**src/rtl/vector_mem_unit_pkg.sv**
```systemverilog
// Shared definitions for the vector memory unit.
// Holds the vector geometry (also used by the VRF and the vector ALU), the
// operation encoding and the sequencer state encoding.
package vector_mem_unit_pkg;

    localparam int LANES  = 4;
    localparam int LANE_W = 8;
    localparam int VEC_W  = LANES * LANE_W;

    // Operation select, sampled together with start.
    localparam logic OP_VLOAD  = 1'b0;
    localparam logic OP_VSTORE = 1'b1;

    typedef logic [1:0] lane_idx_t;

    typedef enum logic [2:0] {
        S_IDLE     = 3'd0,
        S_LD_ISSUE = 3'd1,
        S_LD_DRAIN = 3'd2,
        S_LD_WB    = 3'd3,
        S_ST_ISSUE = 3'd4,
        S_ST_DONE  = 3'd5
    } state_t;

endpackage

```
**src/rtl/vector_mem_unit_lane_pack.sv**
```systemverilog
// vec_lane_pack: 4 x 8b vector holding register.
// Ports:
//   clock, reset   : clock, asynchronous active-high reset (clears vector)
//   load/load_data : overwrite the whole vector (has priority over insert)
//   ins_en/ins_idx/ins_byte : write one byte into lane ins_idx
//   sel_idx/sel_byte : combinational read of lane sel_idx
//   vec            : current vector contents
module vec_lane_pack
    import vector_mem_unit_pkg::*;
(
    input  logic              clock,
    input  logic              reset,
    input  logic              load,
    input  logic [VEC_W-1:0]  load_data,
    input  logic              ins_en,
    input  lane_idx_t         ins_idx,
    input  logic [LANE_W-1:0] ins_byte,
    input  lane_idx_t         sel_idx,
    output logic [LANE_W-1:0] sel_byte,
    output logic [VEC_W-1:0]  vec
);

    always_ff @(posedge clock or posedge reset) begin
        if (reset) begin
            vec <= '0;
        end else if (load) begin
            vec <= load_data;
        end else if (ins_en) begin
            vec[ins_idx*LANE_W +: LANE_W] <= ins_byte;
        end
    end

    assign sel_byte = vec[sel_idx*LANE_W +: LANE_W];

endmodule

```
**src/rtl/vector_mem_unit.sv**
```systemverilog
// vector_mem_unit: multicycle vector load/store sequencer between the
// byte-wide data memory and the vector register file.
//   VLOAD : reads base..base+3 (synchronous RAM, data one cycle after
//           mem_read), assembles a 32b vector, writes it to the VRF, done.
//   VSTORE: writes the latched 32b vector to base..base+3, one byte per
//           cycle, then done.
// Handshake: start is accepted only in IDLE (also not in the done cycle);
// op_store, base_addr, vreg_dst and vdata_in are captured with it and
// ignored afterwards. done is a one-cycle pulse, busy covers every
// non-IDLE cycle including the done cycle.
// Ports:
//   clock, reset                     : clock, async active-high reset
//   start, op_store, base_addr, vreg_dst, vdata_in : request
//   mem_addr, mem_read, mem_write, mem_wdata, mem_rdata : memory side
//   vdataw, vregw, VRFWrite          : VRF write port
//   busy, done                       : status
module vector_mem_unit
    import vector_mem_unit_pkg::*;
#(
    parameter int ADDR_W = 8
) (
    input  logic              clock,
    input  logic              reset,
    input  logic              start,
    input  logic              op_store,
    input  logic [ADDR_W-1:0] base_addr,
    input  logic [1:0]        vreg_dst,
    input  logic [VEC_W-1:0]  vdata_in,
    output logic [ADDR_W-1:0] mem_addr,
    output logic              mem_read,
    output logic              mem_write,
    output logic [LANE_W-1:0] mem_wdata,
    input  logic [LANE_W-1:0] mem_rdata,
    output logic [VEC_W-1:0]  vdataw,
    output logic [1:0]        vregw,
    output logic              VRFWrite,
    output logic              busy,
    output logic              done
);

    state_t    state_q, state_d;
    lane_idx_t lane_q, lane_d;
    logic      accept;

    logic [ADDR_W-1:0] base_q;
    logic [1:0]        vreg_q;
    logic              cap_en_q;
    lane_idx_t         cap_idx_q;
    logic [VEC_W-1:0]  vdataw_q;
    logic [1:0]        vregw_q;

    logic [VEC_W-1:0]  pack_vec;
    logic [LANE_W-1:0] pack_sel;
    logic [VEC_W-1:0]  pack_load_data;

    // ---------------- FSM ----------------
    always_ff @(posedge clock or posedge reset) begin
        if (reset) begin
            state_q <= S_IDLE;
            lane_q  <= '0;
        end else begin
            state_q <= state_d;
            lane_q  <= lane_d;
        end
    end

    always_comb begin
        state_d = state_q;
        lane_d  = lane_q;
        accept  = 1'b0;
        case (state_q)
            S_IDLE: begin
                if (start) begin
                    accept  = 1'b1;
                    lane_d  = '0;
                    state_d = (op_store == OP_VSTORE) ? S_ST_ISSUE : S_LD_ISSUE;
                end
            end
            S_LD_ISSUE: begin
                lane_d = lane_q + 2'd1;
                if (lane_q == 2'd3) state_d = S_LD_DRAIN;
            end
            S_LD_DRAIN: state_d = S_LD_WB;
            S_LD_WB:    state_d = S_IDLE;
            S_ST_ISSUE: begin
                lane_d = lane_q + 2'd1;
                if (lane_q == 2'd3) state_d = S_ST_DONE;
            end
            S_ST_DONE:  state_d = S_IDLE;
            default:    state_d = S_IDLE;
        endcase
    end

    // ---------------- Datapath ----------------
    // Read data for the lane issued last cycle arrives now, so the capture
    // index is the lane counter delayed by one cycle. The last lane lands
    // during LD_DRAIN.
    always_ff @(posedge clock or posedge reset) begin
        if (reset) begin
            base_q    <= '0;
            vreg_q    <= '0;
            cap_en_q  <= 1'b0;
            cap_idx_q <= '0;
            vdataw_q  <= '0;
            vregw_q   <= '0;
        end else begin
            if (accept) begin
                base_q <= base_addr;
                vreg_q <= vreg_dst;
            end
            cap_en_q  <= (state_q == S_LD_ISSUE);
            cap_idx_q <= lane_q;
            if (state_q == S_LD_WB) begin
                vdataw_q <= pack_vec;
                vregw_q  <= vreg_q;
            end
        end
    end

    // A load starts from an empty vector; a store preloads the store data.
    assign pack_load_data = (op_store == OP_VSTORE) ? vdata_in : '0;

    vec_lane_pack u_pack (
        .clock     (clock),
        .reset     (reset),
        .load      (accept),
        .load_data (pack_load_data),
        .ins_en    (cap_en_q),
        .ins_idx   (cap_idx_q),
        .ins_byte  (mem_rdata),
        .sel_idx   (lane_q),
        .sel_byte  (pack_sel),
        .vec       (pack_vec)
    );

    // ---------------- Outputs ----------------
    // Strobes decode from the state register only, so an asynchronous
    // reset drops them immediately.
    assign mem_read  = (state_q == S_LD_ISSUE);
    assign mem_write = (state_q == S_ST_ISSUE);
    assign mem_addr  = (mem_read || mem_write) ? (base_q + ADDR_W'(lane_q)) : '0;
    assign mem_wdata = mem_write ? pack_sel : '0;

    // During write-back the freshly assembled vector is presented directly;
    // afterwards the registered copy holds it.
    assign VRFWrite  = (state_q == S_LD_WB);
    assign vdataw    = VRFWrite ? pack_vec : vdataw_q;
    assign vregw     = VRFWrite ? vreg_q : vregw_q;
    assign done      = (state_q == S_LD_WB) || (state_q == S_ST_DONE);
    assign busy      = (state_q != S_IDLE);

endmodule

```
**config.mk**
```make
export PLATFORM = sky130hd
export DESIGN_NAME = vector_mem_unit
export DESIGN_NICKNAME = d
export VERILOG_FILES = /design/src/rtl/vector_mem_unit_pkg.sv /design/src/rtl/vector_mem_unit_lane_pack.sv /design/src/rtl/vector_mem_unit.sv
export SDC_FILE = /design/constraint.sdc
export NUM_CORES = 1
export LEC_CHECK = 0
export CORE_MARGIN = 1
export CORE_UTILIZATION = 55
export CTS_CLUSTER_SIZE = 30
export DETAILED_ROUTE_END_ITERATION = 10
export DONT_BUFFER_PORTS = 1
export HOLD_SLACK_MARGIN = 0.02
export PLACE_DENSITY = 0.73
export SYNTH_ARGS = -nofsm -noshare
export SYNTH_HDL_FRONTEND = slang
export SYNTH_SLANG_ARGS = --single-unit
```
**constraint.sdc**
```tcl
create_clock -name clock -period 2.45 [get_ports clock]
set_input_delay 0.1225 -clock clock [delete_from_list [all_inputs] [get_ports clock]]
set_output_delay 0.1225 -clock clock [all_outputs]
set_load 0.02 [all_outputs]
```
=== Word-level counts from Yosys, hierarchy flattened ===
Index checks and enable logic that the tools add are counted.

* Div/mod/pow operators: 0
* $lt $le $gt $ge: 0
* Multiplexer cells: 17
* Reductions and logical operators: 9
* Bitwise gates (word level): 0
* Add/sub/neg operators: 3
* Shifts and indexed selects: 3
* Multiply operators: 0
* Equality and inequality tests: 9

{| class="wikitable"
|+ Operators with widths
! cell !! number
|-
| $mux W32 || 4
|-
| $neg A5 Y34 || 1
|-
| $shift A8 B34 Y32 const A || 1
|-
| $shiftx A8 B34 Y32 || 1
|-
| $bwmux W32 || 1
|-
| $shiftx A32 B6 Y8 || 1
|-
| $mux W8 || 2
|-
| $mux W3 || 4
|-
| $pmux W3 S4 || 1
|-
| $add A8 B2 Y8 || 1
|-
| $eq A3 B2 Y1 const B || 2
|-
| $eq A3 B3 Y1 const B || 2
|-
| $mux W2 || 2
|-
| $ne A2 B1 Y1 const B || 2
|-
| $pmux W2 S2 || 1
|-
| $reduce_bool A2 Y1 || 2
|-
| $eq A3 B1 Y1 const B || 1
|-
| $logic_not A3 Y1 || 1
|-
| $reduce_and A3 Y1 || 1
|-
| $reduce_bool A3 Y1 || 1
|-
| $add A2 B1 Y2 const B || 1
|-
| $eq A2 B2 Y1 const B || 1
|-
| $logic_or A1 B1 Y1 || 2
|-
| $mux W1 || 2
|-
| 3 further kinds || 3
|}

* Memory bits (writable): 0
* Memories kept: 0
* Memory bits (read-only): 0
* Latch bits: 0
* Flip-flop bits (word level): 84
* Input port bits: 54
* Word-level logic and storage cells: 50
* Output and inout bits: 55

=== Depth between registers and ports, before layout ===
* Depth after elaboration: 5
* Mapped depth: 6
* Mapped depth without buffers: 5

=== By module ===
Synthesis repeated with hierarchy kept, for this count alone.

* Cell total of the unflattened synthesis: 356
* Area, all modules: 4294.1 um^2

{| class="wikitable"
|+ Modules (own cells, without submodules)
! module !! seq. area each (um^2) !! area each (um^2) !! cells each !! instances
|-
| vector_mem_unit || 1301.2 || 2529.9 || 213 || 1
|-
| vec_lane_pack || 800.8 || 1764.2 || 143 || 1
|}

=== Least setup slack after synthesis ===
Ideal clock, no wire load.

* Kind: register to register
* From: reg cap_idx_q[0]
* To: reg u_pack.vec[1]
* Library setup time: 0.079 ns
* Clock period less this slack: 1.807 ns
* Buffers on the path: 1
* Cell stages (with the launch flop): 7
* Slack: 0.643 ns
* Required time: 2.371 ns
* Arrival time: 1.728 ns
* Cell sequence: dfrtp_1 > clkinv_1 > ha_1 > nor4bb_1 > buf_1 > nand3_1 > a2bb2oi_1

* Word-level cells in the longest chain between the ends: 5
* Elaborated cells between the ends (all ways): 6
* Classes of those cells: 1 x add/sub; 2 x shift; 3 x mux

{| class="wikitable"
|+ RTL lines
! item !! RTL line !! source
|-
| start: declaration || vector_mem_unit.sv:48 || <nowiki>lane_idx_t cap_idx_q;</nowiki>
|-
| start signal: assignment || vector_mem_unit.sv:112 || <nowiki>cap_idx_q <= lane_q;</nowiki>
|-
| $neg A5 Y34 * || vector_mem_unit_lane_pack.sv:29 || <nowiki>vec[ins_idx*LANE_W +: LANE_W] <= ins_byte;</nowiki>
|-
| $shiftx A8 B34 Y32 or $shift A8 B34 Y32 (tied branches) || vector_mem_unit_lane_pack.sv:29 ||
|-
| $bwmux W32 * || vector_mem_unit_lane_pack.sv:29 ||
|-
| $mux W32 * || vector_mem_unit_lane_pack.sv:28 || <nowiki>end else if (ins_en) begin</nowiki>
|-
| $mux W32 * || vector_mem_unit_lane_pack.sv:26 || <nowiki>end else if (load) begin</nowiki>
|-
| end signal: assignment || vector_mem_unit_lane_pack.sv:27 || <nowiki>vec <= load_data;</nowiki>
|-
| end signal: indexed assignment || vector_mem_unit_lane_pack.sv:29 ||
|-
| end: declaration || vector_mem_unit_lane_pack.sv:20 || <nowiki>output logic [VEC_W-1:0] vec</nowiki>
|}

Mark *: on every way between the ends. The rest lies on a longest branch, timed or not. The select of a mux whose other input is x is not followed.
A chain may end at the register's enable or synchronous reset.

=== Worst setup path in the final report ===
* From: reg state_q[0]
* To: out mem_addr[7]

* Word-level cells in the longest chain between the ends: 3
* Elaborated cells between the ends (all ways): 4
* Classes of those cells: 2 x eq/ne; 1 x mux; 1 x reduce/logical

{| class="wikitable"
|+ RTL lines
! item !! RTL line !! source
|-
| start: declaration || vector_mem_unit.sv:41 || <nowiki>state_t state_q, state_d;</nowiki>
|-
| start signal: assignment || vector_mem_unit.sv:62 || <nowiki>state_q <= state_d;</nowiki>
|-
| $eq A3 B1 Y1 or $eq A3 B3 Y1 (tied branches) || vector_mem_unit.sv:139, vector_mem_unit.sv:140 ||
|-
| $logic_or A1 B1 Y1 * || vector_mem_unit.sv:141 || <nowiki>assign mem_addr = (mem_read || mem_write) ? (base_q + ADDR_W'(lane_q)) : '0;</nowiki>
|-
| $mux W8 * || vector_mem_unit.sv:141 ||
|-
| end: declaration || vector_mem_unit.sv:29 || <nowiki>output logic [ADDR_W-1:0] mem_addr,</nowiki>
|}

Mark *: on every way between the ends. The rest lies on a longest branch, timed or not.

==> run summary <==
Pint - 4.021 mW
Fillcell total - 550
Die Y - 89.97 um
Sequential Power Share - 36.4%
Wire per inst - 21.22 um
IO buf count - 0
Avg Inst Size Synth - 11.29 um2
CP Class - reg -> out
Starting Density - 57.76%
Fmax - 431.0 MHz
Critical path endpoint category - output port
Final WS setup - 130.0 ps
Synth Cell Area - 4257 um2
Finished Core Util - 69.17%
# rows - 31
Status - finished, final reports clean
Post-synth EDFFs - 0
Sequential area share after synthesis - 49.38%
Worst Path Max Fanout - 18
Max-cap violation count - 0
Post-synth top area cell - dfrtp_1
Layout Nets - 483
Routed WL - 11.12 mm
CP arrival - 2200 ps
Synth top area share - 49.38%
DRC viols - 0
IO Pins - 109
ANT nets after route - 0
GRT Util Overall - 28.87%
Worst IR Drop VDD - 639.4 uV
Placed insts - 458
CTS root buffer - clkbuf_8
Total congestion overflow - 0
Hold Path Class - in -> reg
Clock latency on the worst-skew pair - 370 ps
Comb power frac - 48.0%
Placeable Area - 7370 um2
Vias in the first global route - 3354
Synth Instances - 377
Static leakage - 2.253 nW
Clk slew on worst S/H paths - 80 ps
TritonCTS clock tree - built
Area growth from synthesis to layout - 19.75%
Largest net degree at the start of global routing - 76
Post-detail-place hpwl - 7.390 mm
Die width - 89.97 um
Fin crit period - 2320 ps
PwrDens - 1401 nW/um2
Clock network fraction of total power - 15.6%
Vias per inst - 6.460
Share of cells above drive strength 1 - 19.29%
Setup tns final - 0 ps
Sw frac - 43.68%
GP Congestion - 0.8637
Pre-CTS WS - 372.3 ps
H-tree depth - 3
Initial antenna violation count - 0
Commonest cells in the synthesized netlist - dfrtp_1, mux2_2, nand2_1
CP startpoint kind - register
Global-route wire length before repair - 18.08 mm
CTS sink count - 84
Yosys cell types - 44
Post-synth ARST share - 100.0%
Final Hold Viols - 0
Clk buf depth - 2
Synth top area cells - dfrtp_1, mux2_2, a32oi_1, mux4_2, a2bb2oi_1
Net Count, Synth - 440
Post-route insts no fill - 524
Top-count cell post-synth - dfrtp_1
Clock skew - 7.806 ps
# diodes - 0
Pwr Total - 7.140 mW
Register area - 2103 um2
Worst slew margin - 47.06%
Net Sw Power - 3.119 mW
Multi-input logic area - 1976 um2
Yosys warns - 0
Max-slew violation total from the final report - 0
Final worst-path cycle share - 94.69%
Die ar. - 8095 um2
Final setup viols - 0
Unrepaired setup endpoints after global routing - no
DRT iter0 DRCs - 315
TritonCTS Buffers - 9
WP data required - 2330 ps
Top_reg_cell synth - dfrtp_1
Worst slew pin tran - 794.1 ps
Vias - 3385
Yosys reg bits - 84
Drt pass-1 iters - 5
## cell usage in the layout, fill, tap and decap left out, types with 2 or more instances in the layout
cell and count:
nand2_2 3, nand2_1 34, and3_1 8, ha_1 8
nor2_1 8, buf_12 2, mux2_2 34, nor2b_1 3
and4b_1 2, a221oi_1 2, clkbuf_8 9, o21ai_0 5
mux4_2 9, inv_6 3, buf_4 12, a21oi_1 24
a2bb2oi_1 23, or3_1 3, dlygate4sd3_1 50, bufinv_16 2
nand3_1 28, dfrtp_1 83, a32oi_1 31, nor4bb_1 2
inv_1 9, xor2_1 3
## metal layers
metal	part of all wire, %	routed length [um]	vias to the layer above	track usage, %
met5	0	0	-	0
met4	1.8	199	0	7.392
met3	7.7	856	20	7.868
met2	48	5299	179	45.58
met1	43	4765	1680	39.80
li1	-	-	1506	-
## flip-flops by register name, indices dropped and copies added, names as in the netlist
signal / flops
u_pack.vec: 32
vdataw_q: 32
base_q: 8
state_q: 3
cap_idx_q: 2
lane_q: 2
vreg_q: 2
vregw_q: 2
cap_en_q: 1
## power groups by stage
stage	Clock (mW)	Combinational [mW]	Sequential, mW
floorplan	0	2.89	2.35
global placement	0	3.22	2.56
detailed placement	0	3.32	2.59
CTS	1.13	3.41	2.57
global route	1.18	3.69	2.68
finish	1.11	3.42	2.60
## final timing paths
kind	startpoint	endpoint	slack, ps	depth (start not counted)
min	vdata_in[3]	u_pack.vec[3]	30	2
max reg2reg	state_q[0]	u_pack.vec[12]	310	3
max in group asynchronous	reset	u_pack.vec[8]	1510	3
max	state_q[0]	mem_addr[7]	130	3
min reg2reg	base_q[0]	base_q[0]	490	2
min in group asynchronous	reset	base_q[5]	270	2
## kinds of logic (layout without fill, tap and decap cells)
kind of cell / Yosys count / count (layout) / share of synthesized area [%]
flip-flops: 84 / 84 / 49.38
buffers and inverters: 43 / 91 / 4.468
adder cells (fa/ha/maj): 9 / 9 / 2.822
AND/OR/NAND/NOR: 105 / 105 / 13.02
XOR/XNOR: 4 / 4 / 0.8232
AO/OA/AOI/OAI: 88 / 88 / 15.49
multiplexers: 44 / 44 / 13.99
## critical path, cell delays in order (launching register included)
cell and delay (ps):
dfrtp_1 690, xor2_1 260, or3b_2 460, mux2i_1 430
## cell type report
class                   instances  area share, %
multi-input cells             250          38.76
repair buffers                 64          12.37
flip-flops and latches         84          41.26
clock inverters                 6          1.841
clock buffers                  10          2.504
well taps                      99          2.430
inverters                      11         0.8346
## metrics by stage
| step | hold slack [ps] | cell area, um2 |
|---|---|---|
| final | 34.04 | 5097 |
| after global routing | 27.58 | 5097 |
| after CTS | 20.71 | 5096 |
| after detailed placement | 102.1 | 4374 |
| after global placement | 98.87 | 4374 |
| after floorplan | 227.9 | 4257 |
## timing repair
| action | 4_1_cts | 5_1_grt |
|---|---|---|
| resized for setup | 0 | 1 |
| setup buffers | 0 | 0 |
| hold endpoints to repair | 77 | 0 |
| hold buffers | 50 | 0 |
| endpoints found under the setup margin | 0 | 21 |
Power figures use the tool's default switching activity.
